--- src/rtl/pc_unit.sv ---
// pc_unit: registered program counter with a circular return-address stack.
// The optional macro PC_TRAP_EN selects how stack faults are handled.
//   With PC_TRAP_EN defined, a CALL on a full stack or a RET on an empty
//   stack jumps to TRAP_VECTOR and sets the sticky err flag.
//   Without it, a CALL on a full stack overwrites the oldest entry, a RET on
//   an empty stack behaves as INC, and err is held at 0.
module pc_unit #(
  parameter int               WIDTH        = 12,
  parameter int               STEP         = 1,
  parameter logic [WIDTH-1:0] RESET_VECTOR = '0,
  parameter int               RAS_DEPTH    = 4,
  parameter logic [WIDTH-1:0] TRAP_VECTOR  = WIDTH'(12'hFF0)
) (
  input  logic                           clk,
  input  logic                           reset,
  input  logic                           en,
  input  logic [1:0]                     op,
  input  logic [WIDTH-1:0]               target,
  output logic [WIDTH-1:0]               pc,
  output logic [$clog2(RAS_DEPTH+1)-1:0] ras_count,
  output logic                           ras_full,
  output logic                           ras_empty,
  output logic                           err
);

  localparam int PTRW = $clog2(RAS_DEPTH);
  localparam int CNTW = $clog2(RAS_DEPTH + 1);
  localparam logic [WIDTH-1:0] STEP_W = WIDTH'(STEP);

  typedef enum logic [1:0] {
    OP_INC  = 2'b00,
    OP_JUMP = 2'b01,
    OP_CALL = 2'b10,
    OP_RET  = 2'b11
  } opT;

  // topPtr is the next free slot, so the most recent entry sits at topPtr-1.
  // When the stack is full, topPtr also points at the oldest entry.
  logic [WIDTH-1:0] stack [RAS_DEPTH];
  logic [PTRW-1:0]  topPtr;
  logic [PTRW-1:0]  topIdx;
  logic [PTRW-1:0]  ptrNext;
  logic [CNTW-1:0]  countNext;
  logic [WIDTH-1:0] pcNext;
  logic [WIDTH-1:0] seqPc;
  logic             doPush;
`ifdef PC_TRAP_EN
  logic             errSet;
  logic             errReg;
`endif

  assign seqPc     = pc + STEP_W;
  assign topIdx    = topPtr - 1'b1;
  assign ras_full  = (ras_count == CNTW'(RAS_DEPTH));
  assign ras_empty = (ras_count == '0);

  // Decode the requested operation into next pc, stack pointer and count.
  always_comb begin
    pcNext    = pc;
    ptrNext   = topPtr;
    countNext = ras_count;
    doPush    = 1'b0;
`ifdef PC_TRAP_EN
    errSet    = 1'b0;
`endif
    if (en) begin
      case (opT'(op))
        OP_INC: pcNext = seqPc;
        OP_JUMP: pcNext = target;
        OP_CALL: begin
          if (!ras_full) begin
            doPush    = 1'b1;
            ptrNext   = topPtr + 1'b1;
            countNext = ras_count + 1'b1;
            pcNext    = target;
          end else begin
`ifdef PC_TRAP_EN
            pcNext = TRAP_VECTOR;
            errSet = 1'b1;
`else
            doPush  = 1'b1;
            ptrNext = topPtr + 1'b1;
            pcNext  = target;
`endif
          end
        end
        OP_RET: begin
          if (!ras_empty) begin
            pcNext    = stack[topIdx];
            ptrNext   = topIdx;
            countNext = ras_count - 1'b1;
          end else begin
`ifdef PC_TRAP_EN
            pcNext = TRAP_VECTOR;
            errSet = 1'b1;
`else
            pcNext = seqPc;
`endif
          end
        end
      endcase
    end
  end

  // Control state: pc, stack pointer and entry count, cleared asynchronously.
  always_ff @(posedge clk or posedge reset) begin
    if (reset) begin
      pc        <= RESET_VECTOR;
      topPtr    <= '0;
      ras_count <= '0;
    end else begin
      pc        <= pcNext;
      topPtr    <= ptrNext;
      ras_count <= countNext;
    end
  end

  // Stack storage carries no reset; only the pointer and count define validity.
  always_ff @(posedge clk) begin
    if (doPush) begin
      stack[topPtr] <= seqPc;
    end
  end

`ifdef PC_TRAP_EN
  // Sticky fault flag, cleared only by reset.
  always_ff @(posedge clk or posedge reset) begin
    if (reset) begin
      errReg <= 1'b0;
    end else if (errSet) begin
      errReg <= 1'b1;
    end
  end

  assign err = errReg;
`else
  assign err = 1'b0;
`endif

endmodule

--- config.mk ---
export PLATFORM = sky130hd
export DESIGN_NAME = pc_unit
export DESIGN_NICKNAME = d
export VERILOG_FILES = /design/src/rtl/pc_unit.sv
export SDC_FILE = /design/constraint.sdc
export NUM_CORES = 1
export LEC_CHECK = 0
export CORE_ASPECT_RATIO = 1.2
export CORE_MARGIN = 2
export CORE_UTILIZATION = 56
export CTS_CLUSTER_DIAMETER = 150
export DETAILED_ROUTE_END_ITERATION = 16
export HOLD_SLACK_MARGIN = 0.08
export PLACE_DENSITY = 0.83
export SLEW_MARGIN = 20
export SYNTH_ARGS = -nofsm -noshare
export SYNTH_HDL_FRONTEND = slang
export SYNTH_SLANG_ARGS = --single-unit
--- constraint.sdc ---
create_clock -name clk -period 3.1 [get_ports clk]
set_input_delay 0.62 -clock clk [delete_from_list [all_inputs] [get_ports clk]]
set_output_delay 0.62 -clock clk [all_outputs]
set_load 0.02 [all_outputs]
==> out/metrics.yaml <==
global_route:
  grt_remaining_overflow: 0
  antenna_found_initial: 0
  grt_usage_pct: 23.0
  grt_max_degree: 18
  grt_pass1_wl_um: 10200
  grt_pass1_vias: 2077
routing:
  antenna_left: 0
  drcViolationCount: 0
  dr.pass1.iters: 4
  wl_per_cell_um: 20.2
  routed_wl_um: 6500
  dr.first_iter.drc_count: 148
  drt-vias-per-instance: 6.24
  via_count: 2004
sta:
  slew_violations: 0
  fin_ws_ps: 556
  fin_hold_ws_ps: 594
  fmax_mhz: 393
  fin_skew_ps: 7.05
  fin_crit_ps: 2540
  hold_viol_final: 0
  worst_slew_pin_slew_ps: 770
  timing.final.crit_share_pct: 82.1
  tns_ps: 0
  slew_headroom_pct: 48.7
  setup_viol: 0
  rsz0062_at_grt: "false"
finish:
  multiInputGateArea_sq_um: 1110
  n_antenna_cell: 0
  n_fill_cell: 378
  fin_nets: 280
  area_delta_synth_final_pct: 17.4
  drive_gt1_share_pct: 16.2
  design_area_sq_um: 3680
  fin_util_pct: 68.9
  final-seq-area_sq_um: 1870
setup_path:
  crit_required_ps: 3330
  cp_slowest_cell: "a21oi_1"
  worstPathArrival_ps: 2770
  path_buf_inv: 1
  cp_top_family: "compound AO/OA/AOI/OAI gates"
  worstSetupPathType: "in2reg"
  cp_max_fo: 9
  critPathLaunchType: "primary input"
  crit_chain: "clkdlybuf4s50_1, ha_1, a21oi_1, nor2_1, a221o_2"
  crit_path_end_kind: "flop"
  cpPeakStageDelay_ps: 640
clocking:
  cts_buffers: 9
  ctsHoldBuffers: 0
  h-tree-depth: 3
  cts_tree: "yes"
  cts-root-buf: "clkbuf_8"
  clk_latency_ps: 340
  clk_pin_slew_ps: 70
  postCtsSetupBuffers: 0
  cts_resized: 0
  clock_path_buffers: 2
  cts.sinks: 65
synthesis:
  synth_edf_count: 48
  async_reset_ff_share_pct: 26.2
  yosysSeqAreaShare_pct: 59.6
  postSynthCellCount: 214
  synth_top_cell_by_area: "edfxtp_1"
  ys_ff_latch: 65
  syn-num-nets: 240
  yosys-top-cells-count: "edfxtp_1, dfrtp_1, nor2_1"
  syn_area_sq_um: 3130
  synth-warning-count: 0
  ys_types: 45
  avgSynthCellArea_sq_um: 14.6
  ys_top_cells_by_area: "edfxtp_1, dfrtp_1, mux4_2"
  ys.flop_type: "edfxtp_1"
  synth_top_area_share_pct: 46.0
  synth_most_common_cell: "edfxtp_1"
placement:
  port_buffers: 33
  place_area_sq_um: 3470
  place_congestion: 0.824
  pre_cts_slack_ps: 236
  hpwlAfterDp_um: 4540
floorplanning:
  die_y_um: 85.9
  io-pin-count: 35
  die_x_um: 72.3
  std_cell_rows: 29
  die_area_sq_um: 6210
  start_util_pct: 58.7
  coreArea_sq_um: 5330
status:
  status: "complete, no violations"
power:
  p_per_area_nw_per_um2: 808
  p_leak_uw: 0.00138
  vdd_drop_max_mv: 0.521
min_path:
  hold_class: "reg2reg"
job:
  maxCapViolCount: 0
-- power by group --
group / internal (uW) / switching (uW) / leakage [uW]
registers: 1110 / 138 / 0.000648
clock network: 394 / 326 / 0.0000985
logic: 499 / 506 / 0.000633
-- worst register-to-register path: stages, from the launching register on --
cell and delay [ps]:
dfrtp_1 370, inv_1 80, ha_1 690, mux4_2 400, a22oi_1 210, nor2_1 80, a221o_1 270
-- per-stage QoR --
stage | instances | power [uW]
3_3_place_gp | 305 | 2260
4_1_cts | 321 | 3000
6_report | 321 | 2970
2_1_floorplan | 214 | 1970
3_5_place_dp | 305 | 2280
5_1_grt | 321 | 3130
-- sequential cells by signal, summed over array words and instances (netlist names) --
signal,cells
topPtr,2
stack,48
ras_count,3
pc,12
-- kinds of logic (layout without fill, tap and decap cells) --
kind of cell / after synthesis / after routing / share of synthesized area (%)
compound gates: 43 / 43 / 10.3
xor+xnor: 15 / 15 / 4.19
fa+ha+maj: 9 / 9 / 3.84
buf+inv: 20 / 65 / 4.83
flops: 65 / 65 / 59.6
mux: 12 / 12 / 8.63
other cells: 1 / 1 / 0.120
simple gates: 49 / 49 / 8.47
-- layout by cell type (no fill, tap or decap), drive strengths merged, types with 2 or more instances in the layout --
cell / n
a21o: 4
a21oi: 4
a221o: 8
a22oi: 12
and3: 6
buf: 6
clkbuf: 10
clkdlybuf4s50: 33
clkinv: 3
clkinvlp: 2
dfrtp: 17
edfxtp: 48
ha: 8
inv: 10
mux4: 12
nand2: 7
nand3: 4
nand4: 3
nor2: 16
nor3: 5
o21ai: 8
xnor2: 10
xor2: 5
-- layer usage --
| layer | vias to the layer above | wire length [um] | GRT usage, % |
|---|---|---|---|
| li1 | 907 | - | - |
| met4 | 0 | 139 | 12.7 |
| met1 | 1012 | 2610 | 28.0 |
| met2 | 72 | 3390 | 37.7 |
| met5 | - | 0 | 0 |
| met3 | 13 | 355 | 5.17 |
-- path summary, 6_finish.rpt --
check	startpoint	endpoint	slack, ps	cells past startpoint
min in group asynchronous	reset	pc[5]	690	2
max in group asynchronous	reset	pc[11]	1960	2
hold reg to reg	ras_count[2]	ras_count[2]	590	1
setup reg to reg	topPtr[1]	pc[5]	890	6
setup / recovery	op[1]	pc[3]	560	5
hold / removal	ras_count[2]	ras_count[2]	590	1
-- cell type report --
class | count | share of cell area [%]
Clock buffer | 10 | 3.74
Multi-Input combinational cell | 129 | 30.3
Sequential cell | 65 | 50.8
Timing Repair Buffer | 39 | 10.2
Inverter | 10 | 1.02
Clock inverter | 6 | 1.84
Tap cell | 62 | 2.11
(Power assumes the default switching activity.)
